**src/rtl/sa_cache_ctrl.sv**
```systemverilog
// Set-associative write-back/write-allocate data cache with true-LRU replacement
// and a miss FSM for dirty-victim writeback followed by line refill.
module sa_cache_ctrl #(
    parameter int unsigned NUM_SETS    = 4,
    parameter int unsigned NUM_WAYS    = 4,
    parameter int unsigned BLOCK_WORDS = 4
) (
    input  logic                      CLK,
    input  logic                      RST,
    input  logic                      cpu_req,
    input  logic                      cpu_we,
    input  logic [31:0]               cpu_addr,
    input  logic [31:0]               cpu_wdata,
    input  logic [1:0]                cpu_size,
    output logic [31:0]               cpu_rdata,
    output logic                      cpu_ready,
    output logic                      mem_req,
    output logic                      mem_we,
    output logic [31:0]               mem_addr,
    output logic [32*BLOCK_WORDS-1:0] mem_wdata,
    input  logic [32*BLOCK_WORDS-1:0] mem_rdata,
    input  logic                      mem_ack,
    output logic [31:0]               hit_count,
    output logic [31:0]               miss_count
);
    localparam int unsigned IDX_W  = $clog2(NUM_SETS);
    localparam int unsigned WOFF_W = $clog2(BLOCK_WORDS);
    localparam int unsigned AGE_W  = $clog2(NUM_WAYS);
    localparam int unsigned OFF_W  = 2 + WOFF_W;
    localparam int unsigned TAG_W  = 30 - IDX_W - WOFF_W;

    typedef enum logic [1:0] {
        S_IDLE = 2'd0,
        S_WB   = 2'd1,
        S_FILL = 2'd2
    } state_t;

    state_t state;

    logic [31:0]         data_q  [NUM_SETS][NUM_WAYS][BLOCK_WORDS];
    logic [TAG_W-1:0]    tag_q   [NUM_SETS][NUM_WAYS];
    logic [AGE_W-1:0]    age_q   [NUM_SETS][NUM_WAYS];
    logic [NUM_WAYS-1:0] valid_q [NUM_SETS];
    logic [NUM_WAYS-1:0] dirty_q [NUM_SETS];

    logic [AGE_W-1:0] victim_q;
    logic [IDX_W-1:0] miss_idx_q;
    logic [TAG_W-1:0] miss_tag_q;

    logic [1:0]        byte_off;
    logic [WOFF_W-1:0] word_off;
    logic [IDX_W-1:0]  idx;
    logic [TAG_W-1:0]  tag;

    assign byte_off = cpu_addr[1:0];
    assign word_off = cpu_addr[OFF_W-1:2];
    assign idx      = cpu_addr[OFF_W +: IDX_W];
    assign tag      = cpu_addr[31 -: TAG_W];

    // Tag lookup in the indexed set; at most one way can match.
    logic             tag_match;
    logic [AGE_W-1:0] hit_way;
    logic             hit;

    always_comb begin
        tag_match = 1'b0;
        hit_way   = '0;
        for (int w = 0; w < NUM_WAYS; w++) begin
            if (valid_q[idx][w] && (tag_q[idx][w] == tag)) begin
                tag_match = 1'b1;
                hit_way   = AGE_W'(w);
            end
        end
    end

    assign hit = cpu_req && (state == S_IDLE) && tag_match;

    logic [31:0]      rd_word;
    logic [AGE_W-1:0] hit_age;

    assign rd_word   = data_q[idx][hit_way][word_off];
    assign hit_age   = age_q[idx][hit_way];
    assign cpu_ready = hit;
    assign cpu_rdata = hit ? rd_word : 32'd0;

    // Byte enables for a store; unsupported size/offset pairs give no enables.
    logic [3:0]  be;
    logic [31:0] be_mask;
    logic [31:0] wdata_sh;
    logic [31:0] store_word;
    logic        store_en;

    always_comb begin
        be = 4'b0000;
        case (cpu_size)
            2'b00:   be = 4'b0001 << byte_off;
            2'b01:   if (byte_off != 2'd3) be = 4'b0011 << byte_off;
            2'b10:   if (byte_off == 2'd0) be = 4'b1111;
            default: be = 4'b0000;
        endcase
        be_mask    = {{8{be[3]}}, {8{be[2]}}, {8{be[1]}}, {8{be[0]}}};
        wdata_sh   = cpu_wdata << {byte_off, 3'b000};
        store_word = (rd_word & ~be_mask) | (wdata_sh & be_mask);
    end

    assign store_en = hit && cpu_we && (be != 4'b0000);

    // Victim: lowest-index invalid way, otherwise the LRU way.
    logic [AGE_W-1:0] victim;
    logic             found_invalid;

    always_comb begin
        victim        = '0;
        found_invalid = 1'b0;
        for (int w = 0; w < NUM_WAYS; w++) begin
            if (!found_invalid && !valid_q[idx][w]) begin
                victim        = AGE_W'(w);
                found_invalid = 1'b1;
            end
        end
        if (!found_invalid) begin
            for (int w = 0; w < NUM_WAYS; w++) begin
                if (age_q[idx][w] == AGE_W'(NUM_WAYS - 1)) victim = AGE_W'(w);
            end
        end
    end

    logic fill_done;
    assign fill_done = (state == S_FILL) && mem_req && mem_ack;

    // Miss FSM, tag-state bookkeeping and counters.
    always_ff @(posedge CLK) begin
        if (RST) begin
            state      <= S_IDLE;
            mem_req    <= 1'b0;
            mem_we     <= 1'b0;
            mem_addr   <= 32'd0;
            hit_count  <= 32'd0;
            miss_count <= 32'd0;
            victim_q   <= '0;
            miss_idx_q <= '0;
            miss_tag_q <= '0;
            for (int s = 0; s < NUM_SETS; s++) begin
                valid_q[s] <= '0;
                dirty_q[s] <= '0;
                for (int w = 0; w < NUM_WAYS; w++) age_q[s][w] <= AGE_W'(w);
            end
        end else begin
            case (state)
                S_IDLE: begin
                    if (cpu_req && !tag_match) begin
                        miss_count <= miss_count + 32'd1;
                        victim_q   <= victim;
                        miss_idx_q <= idx;
                        miss_tag_q <= tag;
                        mem_req    <= 1'b1;
                        if (valid_q[idx][victim] && dirty_q[idx][victim]) begin
                            state    <= S_WB;
                            mem_we   <= 1'b1;
                            mem_addr <= {tag_q[idx][victim], idx, {OFF_W{1'b0}}};
                        end else begin
                            state    <= S_FILL;
                            mem_we   <= 1'b0;
                            mem_addr <= {tag, idx, {OFF_W{1'b0}}};
                        end
                    end else if (hit) begin
                        hit_count <= hit_count + 32'd1;
                        for (int w = 0; w < NUM_WAYS; w++) begin
                            if (AGE_W'(w) == hit_way)
                                age_q[idx][w] <= '0;
                            else if (age_q[idx][w] < hit_age)
                                age_q[idx][w] <= AGE_W'(age_q[idx][w] + 1'b1);
                        end
                        if (store_en) dirty_q[idx][hit_way] <= 1'b1;
                    end
                end
                S_WB: begin
                    if (mem_req && mem_ack) begin
                        state    <= S_FILL;
                        mem_req  <= 1'b0;
                        mem_we   <= 1'b0;
                        mem_addr <= {miss_tag_q, miss_idx_q, {OFF_W{1'b0}}};
                    end
                end
                S_FILL: begin
                    // Coming from WB the request drops for one cycle before refill starts.
                    if (!mem_req) begin
                        mem_req <= 1'b1;
                    end else if (mem_ack) begin
                        mem_req                        <= 1'b0;
                        valid_q[miss_idx_q][victim_q] <= 1'b1;
                        dirty_q[miss_idx_q][victim_q] <= 1'b0;
                        state                          <= S_IDLE;
                    end
                end
                default: state <= S_IDLE;
            endcase
        end
    end

    // Line data and tags; no reset needed since valid bits gate their use.
    always_ff @(posedge CLK) begin
        if (!RST) begin
            if (fill_done) begin
                tag_q[miss_idx_q][victim_q] <= miss_tag_q;
                for (int k = 0; k < BLOCK_WORDS; k++)
                    data_q[miss_idx_q][victim_q][k] <= mem_rdata[32*k +: 32];
            end else if (store_en) begin
                data_q[idx][hit_way][word_off] <= store_word;
            end
        end
    end

    always_comb begin
        mem_wdata = '0;
        if (mem_we) begin
            for (int k = 0; k < BLOCK_WORDS; k++)
                mem_wdata[32*k +: 32] = data_q[miss_idx_q][victim_q][k];
        end
    end

endmodule

```
**config.mk**
```make
export PLATFORM = sky130hd
export DESIGN_NAME = sa_cache_ctrl
export DESIGN_NICKNAME = d
export VERILOG_FILES = /design/src/rtl/sa_cache_ctrl.sv
export SDC_FILE = /design/constraint.sdc
export NUM_CORES = 2
export LEC_CHECK = 0
export ABC_CLOCK_PERIOD_IN_PS = 7650
export BUFFER_PORTS_ARGS = -buffer_cell sky130_fd_sc_hd__buf_2
export CAP_MARGIN = 30
export CORE_UTILIZATION = 60
export CTS_CLUSTER_DIAMETER = 200
export DETAILED_ROUTE_END_ITERATION = 10
export MAX_ROUTING_LAYER = met4
export PLACE_DENSITY_LB_ADDON = 0.05
export SLEW_MARGIN = 20
export SYNTH_ARGS = -nofsm -noshare
export SYNTH_HDL_FRONTEND = slang
export SYNTH_SLANG_ARGS = --single-unit
```
**constraint.sdc**
```tcl
create_clock -name CLK -period 7.65 [get_ports CLK]
set_input_delay 0.765 -clock CLK [delete_from_list [all_inputs] [get_ports CLK]]
set_output_delay 0.765 -clock CLK [all_outputs]
set_load 0.01 [all_outputs]
```
Word level (Yosys, flattened, before mapping)
Memory sizes are Yosys's and may differ from the RTL's. A register that Yosys moved wholly into a read port is not among the register bits.
Index checks and enable logic that the tools add are counted.
{ "totals": {"n_memories": 5, "mem_bits_rw": 2528, "elab_cells": 3363, "input_bits": 199, "output_inout_bits": 259, "reg_bits": 130} }
{ "memory_table": {"columns": ["memory", "words", "word_bits", "rd", "rd_ports_with_merged_regs", "write_ports", "line", "source"], "rows": [
  ["data_q", 4, 512, 2, 1, 1, "40", "logic [31:0] data_q [NUM_SETS][NUM_WAYS][BLOCK_WORDS];"],
  ["tag_q", 4, 104, 1, 0, 1, "41", "logic [TAG_W-1:0] tag_q [NUM_SETS][NUM_WAYS];"],
  ["age_q", 4, 8, 1, 0, 4, "42", "logic [AGE_W-1:0] age_q [NUM_SETS][NUM_WAYS];"],
  ["dirty_q", 4, 4, 1, 0, 4, "44", "logic [NUM_WAYS-1:0] dirty_q [NUM_SETS];"],
  ["valid_q", 4, 4, 1, 0, 4, "43", "logic [NUM_WAYS-1:0] valid_q [NUM_SETS];"]
]} }
{ "classes": {"shift": 3, "bitwise": 1549, "eq_ne": 20, "reduce_logical": 44, "magnitude_cmp": 16, "n_mux": 1711, "add_sub_neg": 6} }
{ "ops": {"columns": ["op", "count"], "rows": [
  ["$mux W512", 7],
  ["$mux W1", 1623],
  ["$or A1 B1 Y1", 1540],
  ["$demux W128 S2", 5],
  ["$mux W128", 7],
  ["$bmux W128 S2", 2],
  ["$reduce_or A512 Y1", 1],
  ["$mux W32", 8],
  ["$eq A26 B26 Y1", 4],
  ["$mux W104", 1],
  ["$mux W96", 1],
  ["$mux W26", 3],
  ["$add A32 B1 Y32 const B", 2],
  ["$and A32 B32 Y32", 2],
  ["$bmux W32 S2", 1],
  ["$demux W32 S2", 1],
  ["$mux W64", 1],
  ["$pmux W32 S2", 1],
  ["$mux W2", 27],
  ["$bmux W26 S2", 1],
  ["$demux W26 S2", 1],
  ["$mux W4", 11],
  ["$not A32 Y32", 1],
  ["$or A32 B32 Y32", 1],
  ["other kinds (36)", 97]
]} }

Longest topological paths before layout
An unclocked memory read counts as a cell.
{ "depth": {"ltp_word": 22, "depth_mapped": 27} }

Least setup slack after synthesis
Ideal clock, no wire load.
{ "synth_timing": {"kind": "input to register", "start": "in cpu_addr[4]", "end": "reg mem_addr[16]", "stages": 26, "required_ns": 7.522, "setup_slack_ns": 1.775, "path_buffers": 14, "arrival_time_ns": 5.748, "cell_sequence": "buf_6 -> buf_8 -> buf_6 -> buf_6 -> buf_4 -> buf_6 -> buf_4 -> buf_4 -> buf_2 -> buf_4 -> buf_2 -> buf_4 -> mux4_2 -> ha_1 -> nand2b_1 -> o21bai_1 -> clkbuf_1 -> nand2_1 -> nand2_1 -> nand4_1 -> a21oi_1 -> buf_1 -> mux2i_1 -> a211oi_1 -> a21oi_1 -> nor2_1"} }
{ "synth_via": {"elab_chain_cells": 22} }
{ "synth_rtl": {"columns": ["element", "line", "source"], "rows": [
  ["start: declaration", "12", "input logic [31:0] cpu_addr,"],
  ["$mem_v2 Z4 W4", null, null],
  ["$logic_not A1 Y1", "116", "if (!found_invalid && !valid_q[idx][w]) begin"],
  ["$logic_and A1 B1 Y1", "116", null],
  ["$mux W1", "116", null],
  ["$logic_not A1 Y1", "116", null],
  ["$logic_and A1 B1 Y1", "116", null],
  ["$mux W1", "116", null],
  ["$logic_not A1 Y1", "116", null],
  ["[2 not listed]", null, null],
  ["$mux W2 (4 in series)", "123", "if (age_q[idx][w] == AGE_W'(NUM_WAYS - 1)) victim = AGE_W'(w);"],
  ["$mux W2", "121", "if (!found_invalid) begin"],
  ["$not A2 Y3 (not written as such)", "160", "mem_addr <= {tag_q[idx][victim], idx, {OFF_W{1'b0}}};"],
  ["$bmux W26 S2", "160", null],
  ["$mux W26 (not written as such) (2 in series)", "160", null],
  ["$mux W32", "157", "if (valid_q[idx][victim] && dirty_q[idx][victim]) begin"],
  ["$mux W32", "151", "if (cpu_req && !tag_match) begin"],
  ["$pmux W32 S2", "149", "case (state)"],
  ["end signal: assignment", "160", null],
  ["end signal: assignment", "164", "mem_addr <= {tag, idx, {OFF_W{1'b0}}};"],
  ["end signal: assignment", "182", "mem_addr <= {miss_tag_q, miss_idx_q, {OFF_W{1'b0}}};"],
  ["end: declaration", "19", "output logic [31:0] mem_addr,"]
]} }
Several ways; a longest one is shown, not always the timed one. The select of a mux whose other input is x is not followed.
A chain may end at the register's enable or synchronous reset.

Worst setup path after layout
{ "layout_timing": {"start": "in cpu_addr[4]", "end": "out cpu_rdata[22]"} }
{ "layout_via": {"elab_chain_cells": 14} }
{ "layout_rtl": {"columns": ["element", "line", "source"], "rows": [
  ["$mem_v2 Z4 W104", null, null],
  ["$eq A26 B26 Y1", "69", "if (valid_q[idx][w] && (tag_q[idx][w] == tag)) begin"],
  ["$logic_and A1 B1 Y1", "69", null],
  ["$mux W1", "69", null],
  ["$mux W2 (2 in series)", "69", null],
  ["$not A2 Y3 (not written as such)", "81", "assign rd_word = data_q[idx][hit_way][word_off];"],
  ["$bmux W128 S2", "81", null],
  ["$mux W128 (not written as such) (2 in series)", "81", null],
  ["$bmux W32 S2", "81", null],
  ["$mux W32 (not written as such) (2 in series)", "81", null],
  ["$mux W32 (*)", "84", "assign cpu_rdata = hit ? rd_word : 32'd0;"],
  ["end: declaration", "15", "output logic [31:0] cpu_rdata,"]
]} }
Mark *: on every way between the ends. The rest lies on a longest branch, timed or not. The select of a mux whose other input is x is not followed.

==> flow_summary.json <==
{
  "antenna_violations_before_repair": 86,
  "timing.max_slew.rel_slack_pct": 19.4,
  "synth_largest_area_cell": "sky130_fd_sc_hd__edfxtp_1",
  "syn-mean-instance-area_um2": 16.1,
  "cts_num_sinks": 2656,
  "grt_first_pass_wirelength_mm": 725,
  "synthesis.area_um2": 129000,
  "cap_viol_max_count": 0,
  "drt-vias-per-instance": 7.83,
  "p_sw_mw": 7.89,
  "core_rows": 169,
  "clock_insertion_delay_worst_skew_ps": 950,
  "numPortBuffers": 453,
  "cts_hold_buf": 0,
  "maximum_fanout_along_the_worst_path": 29,
  "top_level_ports": 458,
  "vdd_ir_max_mv": 0.262,
  "power_density_nw_per_um2": 224,
  "finish.net_count": 8803,
  "violations_in_the_final_reports": "setup timing",
  "leakage_power_nw": 48.7,
  "unrepaired_setup_endpoints_after_global_routing": "false",
  "core_um2": 213000,
  "areaGrowthSynthToFinish_pct": 13.8,
  "p_int_mw": 25.0,
  "die_area_um2": 217000,
  "ys_ff_latch": 2656,
  "tritoncts": "done",
  "fillCellCount": 14100,
  "routed_wl_mm": 539,
  "timing.final.max_slew_violations": 0,
  "grt.overflow.total": 0,
  "fmaxAchievable_mhz": 130,
  "synth_top_area_share_pct": 58.9,
  "starting_density_of_the_core_pct": 60.6,
  "critPathRequiredTime_ps": 6880,
  "post_synth_most_frequent_cells": "sky130_fd_sc_hd__edfxtp_1 (2528), sky130_fd_sc_hd__mux4_2 (1266), sky130_fd_sc_hd__nor2_1 (767)",
  "hold-worst-slack_ps": 159,
  "maximum_clock_path_buffer_count": 4,
  "first_pass_iteration_count_of_the_detailed_router": 9,
  "cts-buffers-inserted": 296,
  "worst_setup_path_start_kind": "input port",
  "crit_path_dat_ps": 6920,
  "post_synth_num_cell_types": 107,
  "post_cts_buffers": 0,
  "synth.most_common_cell": "sky130_fd_sc_hd__edfxtp_1",
  "synth-edff-count": 2528,
  "drtIter0Drc": 17500,
  "post-route-period-util_pct": 100,
  "total_number_of_yosys_warnings": 0,
  "dieWidth_um": 466,
  "dpl.hpwl_mm": 366,
  "worst_slew_pin_slew_ps": 1210,
  "power.share.combinational_pct": 9.3,
  "timing_worst_setup_path_type": "input port to output pin",
  "layout_setup_ws_ps": -37.0,
  "switching_share_pct": 24.0,
  "synth_flop_cell": "sky130_fd_sc_hd__edfxtp_1",
  "detail-route-antenna-nets": 0,
  "die_h_um": 466,
  "rd_place_congestion": 1.10,
  "grt_pass1_vias": 86100,
  "final_power_mw": 32.9,
  "final_setup_violation_count": 1,
  "cts.clk_slew.worst_paths_ps": 60,
  "synth.top_cells.by_area": "sky130_fd_sc_hd__edfxtp_1 (59%), sky130_fd_sc_hd__mux4_2 (22%), sky130_fd_sc_hd__nor2_1 (2.2%), sky130_fd_sc_hd__dfxtp_1 (2.0%), sky130_fd_sc_hd__a21oi_1 (2.0%)",
  "ys_async_sr_fraction_pct": 0,
  "ys_seq_area_share_pct": 60.9,
  "number_of_gates_given_a_new_drive_strength_after_cts": 0,
  "drt_drc_violations_left": 0,
  "grt_use_total_pct": 51.5,
  "share_of_final_layout_standard_cells_stronger_than_drive_strength_1_pct": 31.9,
  "share_of_total_power_in_sequential_cells_pct": 48.8,
  "clock_power_share_pct": 41.9,
  "grt_max_degree": 118,
  "buffer_type_at_the_clock_tree_root": "sky130_fd_sc_hd__clkbuf_16",
  "critical_path.endpoint_type": "output pin",
  "routed-via-count": 91700,
  "htree_levels": 5,
  "post_dr_wirelength_cell_um": 46.0,
  "hp-class": "input port to flip-flop",
  "hold_viol_final": 0,
  "worst_clock_skew_ps": 54.0,
  "netlist_instances": 8014,
  "post-route-min-period_ps": 7690,
  "outcome": "finished, violations left"
}
==> power groups by stage <==
stage	Combinational [mW]	Sequential, mW	Clock [mW]
3_5_place_dp	2.87	16.4	0
4_1_cts	2.89	16.1	13.7
3_3_place_gp	2.85	16.4	0
6_report	3.05	16.1	13.8
5_1_grt	3.06	16.1	14.2
2_1_floorplan	1.66	16.3	0
==> cells by family after synthesis <==
logic type                 count (synthesis)  share of synthesized area (%)
AOI/OAI and AO/OA                       1089                           5.27
muxes                                   1421                           23.4
adders and majority gates                 14                          0.136
other                                      1                        0.00291
xor gates and xnor gates                 141                          0.981
DFF                                     2656                           60.9
buffers and inverters                    684                           2.36
and+or+nand+nor                         2008                           7.04
==> worst max-delay path: stages <==
cell and delay [ps]:
sky130_fd_sc_hd__buf_8 290, sky130_fd_sc_hd__buf_4 260, sky130_fd_sc_hd__buf_4 410, sky130_fd_sc_hd__mux4_2 610, sky130_fd_sc_hd__xnor2_1 660, sky130_fd_sc_hd__nand4_1 170, sky130_fd_sc_hd__nor4_1 550, sky130_fd_sc_hd__nand2_1 490
sky130_fd_sc_hd__nand3_1 280, sky130_fd_sc_hd__nand2_2 670, sky130_fd_sc_hd__buf_4 540, sky130_fd_sc_hd__nor2_1 840, sky130_fd_sc_hd__buf_2 280
==> metal layers <==
metal	track usage, %	part of all wire (%)
met1	64.0	32
met2	69.1	42
met3	20.5	17
met4	35.9	9.0
met5	-	0
==> layout make-up <==
cell class | instances | area (um2) | share of cell area (%)
diodes | 92 | 230 | 0.157
multi-input cells | 4677 | 48300 | 32.9
clock buffers | 371 | 7870 | 5.36
repair buffers | 914 | 6900 | 4.70
well taps | 2821 | 3530 | 2.41
flip-flops and latches | 2656 | 78500 | 53.5
clock inverters | 134 | 1220 | 0.832
inverters | 45 | 169 | 0.115
==> stage by stage <==
| step | util (%) | std cells | setup TNS, ps | setup slack (ps) | area [um2] |
|---|---|---|---|---|---|
| final | 69.0 | 11700 | -37.0 | -37.0 | 147000 |
| after detailed placement | 64.5 | 11100 | 0 | 430 | 137000 |
| after floorplan | - | 8017 | 0 | 1770 | 129000 |
| after global placement | 64.3 | 11100 | 0 | 307 | 137000 |
| after global routing | 69.0 | 11700 | 0 | 240 | 147000 |
| after CTS | 68.8 | 11600 | 0 | 428 | 146000 |
==> final timing paths <==
path / from / to / slack [ps] / cells after the start
setup reg to reg: tag_q[3][8] / data_q[3][256] / 1270 / 12
hold reg to reg: mem_addr[17] / mem_addr[17] / 480 / 2
hold / removal: cpu_addr[18] / miss_tag_q[12] / 160 / 3
setup / recovery: cpu_addr[4] / cpu_rdata[22] / -40 / 13
==> registers in the layout (all words and copies together), names as in the netlist, named ones only <==
register	flops
miss_count	32
valid_q	16
mem_req	1
miss_idx_q	2
dirty_q	16
state	2
mem_addr	28
data_q	2048
victim_q	2
tag_q	416
mem_we	1
hit_count	32
miss_tag_q	26
age_q	32
==> cells in the final DEF (no fill, tap or decap), drive strengths merged, types with 116 or more instances in the layout <==
cell,n
edfxtp,2528
xnor2,120
clkbuf,374
nand3,116
dfxtp,128
and2,150
mux4,1266
o21ai,132
mux2i,132
buf,911
nor2,782
a21oi,513
nand2,626
Power figures use the tool's default switching activity.
